$ cat config.mk
export PLATFORM = sky130hd
export DESIGN_NAME = ysyx_lsu_ctrl
export DESIGN_NICKNAME = d
export VERILOG_FILES = /design/src/rtl/ysyx_lsu_ctrl.sv
export SDC_FILE = /design/constraint.sdc
export NUM_CORES = 1
export LEC_CHECK = 0
export ABC_AREA = 0
export CORE_MARGIN = 3
export CORE_UTILIZATION = 42
export CTS_CLUSTER_SIZE = 16
export DETAILED_ROUTE_END_ITERATION = 6
export PLACE_DENSITY = 0.86
export SYNTH_ARGS = -nofsm -noshare
export SYNTH_HDL_FRONTEND = slang
export SYNTH_SLANG_ARGS = --single-unit
$ cat constraint.sdc
create_clock -name clk -period 2.1 [get_ports clk]
set_input_delay 0.315 -clock clk [delete_from_list [all_inputs] [get_ports clk]]
set_output_delay 0.315 -clock clk [all_outputs]
set_load 0.02 [all_outputs]
$ cat src/rtl/ysyx_lsu_ctrl.sv
// Load/store unit controller: one memory op at a time, EXU request -> arbiter lsu:load/lsu:store -> one-cycle response.
// Optional build macro YSYX_LSU_ALIGN_CHECK_EN enables the misalignment fault path (rsp_err_o).
module ysyx_lsu_ctrl #(
  parameter int ADDR_W = 32,
  parameter int DATA_W = 32
) (
  input  logic              clk,
  input  logic              rst,
  input  logic              req_valid,
  output logic              req_ready_o,
  input  logic              req_wen,
  input  logic [2:0]        req_funct3,
  input  logic [ADDR_W-1:0] req_addr,
  input  logic [DATA_W-1:0] req_wdata,
  output logic              rsp_valid_o,
  output logic [DATA_W-1:0] rsp_rdata_o,
  output logic              rsp_err_o,
  output logic [ADDR_W-1:0] lsu_araddr_o,
  output logic              lsu_arvalid_o,
  output logic [7:0]        lsu_rstrb_o,
  input  logic [DATA_W-1:0] lsu_rdata,
  input  logic              lsu_rvalid,
  output logic [ADDR_W-1:0] lsu_awaddr_o,
  output logic              lsu_awvalid_o,
  output logic [DATA_W-1:0] lsu_wdata_o,
  output logic [7:0]        lsu_wstrb_o,
  output logic              lsu_wvalid_o,
  input  logic              lsu_wready
);

  localparam logic [1:0] S_IDLE  = 2'd0;
  localparam logic [1:0] S_LOAD  = 2'd1;
  localparam logic [1:0] S_STORE = 2'd2;
  localparam logic [1:0] S_RESP  = 2'd3;

  localparam logic [1:0] SZ_BYTE = 2'd0;
  localparam logic [1:0] SZ_HALF = 2'd1;
  localparam logic [1:0] SZ_WORD = 2'd2;

  // Access size from funct3; the undefined encodings fall back to a word access.
  function automatic logic [1:0] f_size(input logic [2:0] f3);
    case (f3)
      3'b000, 3'b100: f_size = SZ_BYTE;
      3'b001, 3'b101: f_size = SZ_HALF;
      default:        f_size = SZ_WORD;
    endcase
  endfunction

  function automatic logic [7:0] f_strb(input logic [1:0] size);
    case (size)
      SZ_BYTE: f_strb = 8'h01;
      SZ_HALF: f_strb = 8'h03;
      default: f_strb = 8'h0f;
    endcase
  endfunction

  function automatic logic [DATA_W-1:0] f_extend(input logic [2:0] f3, input logic [DATA_W-1:0] d);
    case (f3)
      3'b000:  f_extend = {{(DATA_W-8){d[7]}}, d[7:0]};
      3'b001:  f_extend = {{(DATA_W-16){d[15]}}, d[15:0]};
      3'b100:  f_extend = {{(DATA_W-8){1'b0}}, d[7:0]};
      3'b101:  f_extend = {{(DATA_W-16){1'b0}}, d[15:0]};
      default: f_extend = d;
    endcase
  endfunction

`ifdef YSYX_LSU_ALIGN_CHECK_EN
  function automatic logic f_misaligned(input logic [1:0] size, input logic [1:0] a);
    case (size)
      SZ_HALF: f_misaligned = a[0];
      SZ_WORD: f_misaligned = |a;
      default: f_misaligned = 1'b0;
    endcase
  endfunction
`endif

  logic [1:0]        r_state;
  logic              r_req_ready;
  logic              r_arvalid;
  logic              r_awvalid;
  logic              r_rsp_valid;
  logic              r_rsp_err;
  logic [DATA_W-1:0] r_rsp_rdata;
  logic [ADDR_W-1:0] r_araddr;
  logic [ADDR_W-1:0] r_awaddr;
  logic [7:0]        r_rstrb;
  logic [7:0]        r_wstrb;
  logic [DATA_W-1:0] r_wdata;
  logic [2:0]        r_funct3;

  logic [1:0]        w_size;
  logic [7:0]        w_strb;
  logic              w_misalign;
  logic              w_accept;
  logic [1:0]        w_state_nxt;
  logic [DATA_W-1:0] w_rdata_nxt;

  // Decode of the incoming request (size, strobe, alignment fault).
  always_comb begin
    w_size = f_size(req_funct3);
    w_strb = f_strb(w_size);
`ifdef YSYX_LSU_ALIGN_CHECK_EN
    w_misalign = f_misaligned(w_size, req_addr[1:0]);
`else
    w_misalign = 1'b0;
`endif
  end

  // Next-state logic; a faulting request skips the bus and goes straight to RESP.
  always_comb begin
    w_state_nxt = r_state;
    w_accept    = 1'b0;
    case (r_state)
      S_IDLE: begin
        if (req_valid) begin
          w_accept = 1'b1;
          if (w_misalign) begin
            w_state_nxt = S_RESP;
          end else if (req_wen) begin
            w_state_nxt = S_STORE;
          end else begin
            w_state_nxt = S_LOAD;
          end
        end else begin
          w_state_nxt = S_IDLE;
        end
      end
      S_LOAD: begin
        if (lsu_rvalid) begin
          w_state_nxt = S_RESP;
        end else begin
          w_state_nxt = S_LOAD;
        end
      end
      S_STORE: begin
        if (lsu_wready) begin
          w_state_nxt = S_RESP;
        end else begin
          w_state_nxt = S_STORE;
        end
      end
      S_RESP:  w_state_nxt = S_IDLE;
      default: w_state_nxt = S_IDLE;
    endcase
  end

  // Response data: loads capture extended bus data, stores and faults return zero, otherwise hold.
  always_comb begin
    w_rdata_nxt = r_rsp_rdata;
    if ((r_state == S_LOAD) && lsu_rvalid) begin
      w_rdata_nxt = f_extend(r_funct3, lsu_rdata);
    end else if (((r_state == S_STORE) && lsu_wready) || (w_accept && w_misalign)) begin
      w_rdata_nxt = {DATA_W{1'b0}};
    end else begin
      w_rdata_nxt = r_rsp_rdata;
    end
  end

  // Control state and handshake outputs, all registered from the next state.
  always_ff @(posedge clk or negedge rst) begin
    if (!rst) begin
      r_state     <= S_IDLE;
      r_req_ready <= 1'b1;
      r_arvalid   <= 1'b0;
      r_awvalid   <= 1'b0;
      r_rsp_valid <= 1'b0;
      r_rsp_err   <= 1'b0;
      r_rsp_rdata <= {DATA_W{1'b0}};
    end else begin
      r_state     <= w_state_nxt;
      r_req_ready <= (w_state_nxt == S_IDLE);
      r_arvalid   <= (w_state_nxt == S_LOAD);
      r_awvalid   <= (w_state_nxt == S_STORE);
      r_rsp_valid <= (w_state_nxt == S_RESP);
      r_rsp_err   <= w_accept & w_misalign;
      r_rsp_rdata <= w_rdata_nxt;
    end
  end

  // Bus-side request registers: loaded once at accept and held for the whole transaction.
  always_ff @(posedge clk or negedge rst) begin
    if (!rst) begin
      r_araddr <= {ADDR_W{1'b0}};
      r_awaddr <= {ADDR_W{1'b0}};
      r_rstrb  <= 8'h00;
      r_wstrb  <= 8'h00;
      r_wdata  <= {DATA_W{1'b0}};
      r_funct3 <= 3'b000;
    end else if (w_accept && !w_misalign) begin
      r_funct3 <= req_funct3;
      if (req_wen) begin
        r_awaddr <= req_addr;
        r_wstrb  <= w_strb;
        r_wdata  <= req_wdata;
      end else begin
        r_araddr <= req_addr;
        r_rstrb  <= w_strb;
      end
    end else begin
      r_araddr <= r_araddr;
      r_awaddr <= r_awaddr;
      r_rstrb  <= r_rstrb;
      r_wstrb  <= r_wstrb;
      r_wdata  <= r_wdata;
      r_funct3 <= r_funct3;
    end
  end

  assign req_ready_o   = r_req_ready;
  assign rsp_valid_o   = r_rsp_valid;
  assign rsp_rdata_o   = r_rsp_rdata;
  assign rsp_err_o     = r_rsp_err;
  assign lsu_araddr_o  = r_araddr;
  assign lsu_arvalid_o = r_arvalid;
  assign lsu_rstrb_o   = r_rstrb;
  assign lsu_awaddr_o  = r_awaddr;
  assign lsu_awvalid_o = r_awvalid;
  assign lsu_wvalid_o  = r_awvalid;
  assign lsu_wdata_o   = r_wdata;
  assign lsu_wstrb_o   = r_wstrb;

endmodule

==> results.yml <==
status:
  status: "finished, final reports clean"
layout:
  nNetsFinal: 741
  drive_gt1_frac: 0.2203
  n_antenna_cell: 0
  final_common_cell: "clkdlybuf4s50_1"
  syn2layout_area_growth_pct: 56.62
  layout_common_cells: "clkdlybuf4s50_1 (244), dfrtp_1 (142), mux2_2 (98)"
yosys:
  ys.flop_type: "dfrtp_1"
  yosys.area.top_type_share: 0.6318
  synth_top_family_by_area: "multiplexers"
  synth-compound-area-share: 0.07119
  synth-simple-area-share: 0.03960
  synth-edff-count: 0
  synthXorXnorAreaFrac: 0
  yosysTopAreaCell: "dfrtp_1"
  yosys-top-cells-area: "dfrtp_1 (63%), mux2_2 (20%), a22o_1 (2.5%)"
  muxShareOfSynthArea: 0.2040
  yosysSeqAreaShare: 0.6365
  syn_area_per_cell_um2: 14.35
  syn_area_um2: 5624
  synthCells: 392
  synth_warnings: 0
  ys_ff_latch: 143
  synthAdderAreaFrac: 0
  synth_cell_types: 30
  ys_async_sr_fraction: 1.000
detailed_routing:
  first_pass_iters: 5
  routed_wl_mm: 14.59
  drtIter0Drc: 233
  via_per_inst: 5.060
  avgRoutedWirePerCell_um: 17.76
  postRouteAntennaNets: 0
  via_count: 4154
  drc: 0
setup_path:
  r2r_cells: 3
  required_ns: 1.78
  crit_path_cell_trace: "clkdlybuf4s50_1"
  path_max_fanout: 1
  cp_slowest_cell: "clkdlybuf4s50_1"
  worst-setup-path-type: "flip-flop to primary output"
  crit_path_max_incr_delay_ns: 0.61
  r2r-start: "r_state[0]"
  path_buf_inv: 1
  rr_endpoint: "lsu_wdata_o[27]"
  start_kind: "flip-flop"
  critPathArrivalTime_ns: 1.53
  rrSetupSlack_ns: 0.34
  critical-path-top-delay-family: "buffers and inverters"
  crit_path_end_kind: "primary output"
floorplanning:
  coreArea_um2: 12880
  die_area_um2: 14820
  fp.dieH_um: 121.7
  die_w_um: 121.7
  initial_utilization: 0.4368
  placementRows: 41
  ios: 255
sta:
  fin_ws_ns: 0.2561
  relSlewSlack: 0.6364
  setup_viol: 0
  worst_slew_pin_slew_ns: 0.5454
  hold_ws_ns: 0.3990
  drv_slew: 0
  max_freq_mhz: 542.3
  skew_ns: 0.007969
  rsz0062_at_grt: "false"
  min_period_ns: 1.844
  post-route-period-util: 0.8781
  hold_viol_final: 0
placement:
  dp_hpwl_mm: 10.47
  place_worst_setup_slack_ns: -0.07070
  io_buffers: 245
  place.gp.congestion: 0.8270
global_routing:
  grt_antenna_before_repair: 0
  overflow: 0
  grt_usage: 0.1996
  grt_first_pass_wirelength_mm: 22.62
  grt_max_degree: 50
  grt_pass1_vias: 4335
clock_tree:
  cts_buffers: 17
  cts_max_path_buffers: 2
  clkSinkCount: 143
  cts-root-buf: "clkbuf_16"
  path_clk_slew_ns: 0.06
  h-tree-depth: 4
  cts_tree: "done"
  clk_latency_ns: 0.41
pwr:
  peakVddDrop_v: 0.0009024
  powerDensity_nw_per_um2: 1682
  power_uw: 14810
  p_leak_uw: 0.003712
flow_run:
  maxCapViolCount: 0
min_path:
  hold_class: "primary input to asynchronous set/reset pin"
==> sequential cells by signal (all words and copies together) (netlist names) <==
name	cells
lsu_wstrb_o	3
r_funct3	3
lsu_awvalid_o	1
rsp_rdata_o	32
req_ready_o	1
lsu_rstrb_o	3
lsu_wdata_o	32
lsu_arvalid_o	1
lsu_araddr_o	32
rsp_valid_o	1
lsu_awaddr_o	32
r_state	2
==> power by group <==
part | internal [uW] | switching, uW | leakage, uW | total, uW
clock network | 1870 | 1060 | 0.000286 | 2940
logic | 3620 | 3330 | 0.00171 | 6950
registers | 4120 | 802 | 0.00172 | 4920
==> per-stage QoR <==
| stage | cell area [um^2] | std cells | TNS (ns) | utilization |
|---|---|---|---|---|
| finish | 8808 | 821 | 0 | 0.6841 |
| global route | 8808 | 821 | 0 | 0.6841 |
| CTS | 8808 | 821 | 0 | 0.6841 |
| detailed placement | 8217 | 788 | -2.667 | 0.6381 |
| global placement | 8217 | 788 | -0.3891 | 0.6381 |
| floorplan | 5654 | 400 | 0 | - |
==> synthesized netlist by cell type (all sizes together) (2+ instances only) <==
cell,n
dfrtp,142
mux2,101
buf,30
nand2,24
o21ai,24
a22o,16
a31oi,16
clkbuf,10
nor2,6
a21oi,3
nand2b,2
nor2b,2
or2,2
==> cell families after synthesis <==
kind of cell	count (synthesis)
DFF	143
muxes	102
AOI/OAI and AO/OA	62
and+or+nand+nor	43
buffers and inverters	41
other	1
==> area by class of cell <==
type / instances / area (um^2)
inverter: 1 / 3.754
timing repair buffer: 257 / 2609
fill: 917 / 4068
clock inverter: 5 / 78.83
tap: 172 / 215.2
sequential: 143 / 3580
clock buffer: 27 / 503.0
multi-input combinational: 216 / 1819
==> worst max path at each step <==
stage,startpoint,endpoint,cells after the start
2_1_floorplan,r_state[0],lsu_araddr_o[10],4
4_1_cts,req_ready_o,req_ready_o,1
6_report,req_ready_o,req_ready_o,1
3_5_place_dp,req_wen,lsu_awaddr_o[6],4
3_3_place_gp,req_wen,lsu_awaddr_o[13],4
5_1_grt,req_ready_o,req_ready_o,1
==> per-layer routing <==
metal  vias to the layer above  global-route usage  part of all wire
met2                       217              0.3330              0.51
li1                       1854                   -                 -
met1                      2052              0.2233              0.37
met4                         0             0.08543             0.026
met5                         -                   0                 0
met3                        31             0.08682             0.096
==> what timing repair did <==
| action | CTS | global route |
|---|---|---|
| endpoints found under the hold margin | 46 | 0 |
| resized for setup | 0 | 0 |
| hold buffers | 1 | 0 |
| setup buffers | 0 | 0 |
Note: power is estimated with default switching activity, not from simulation.
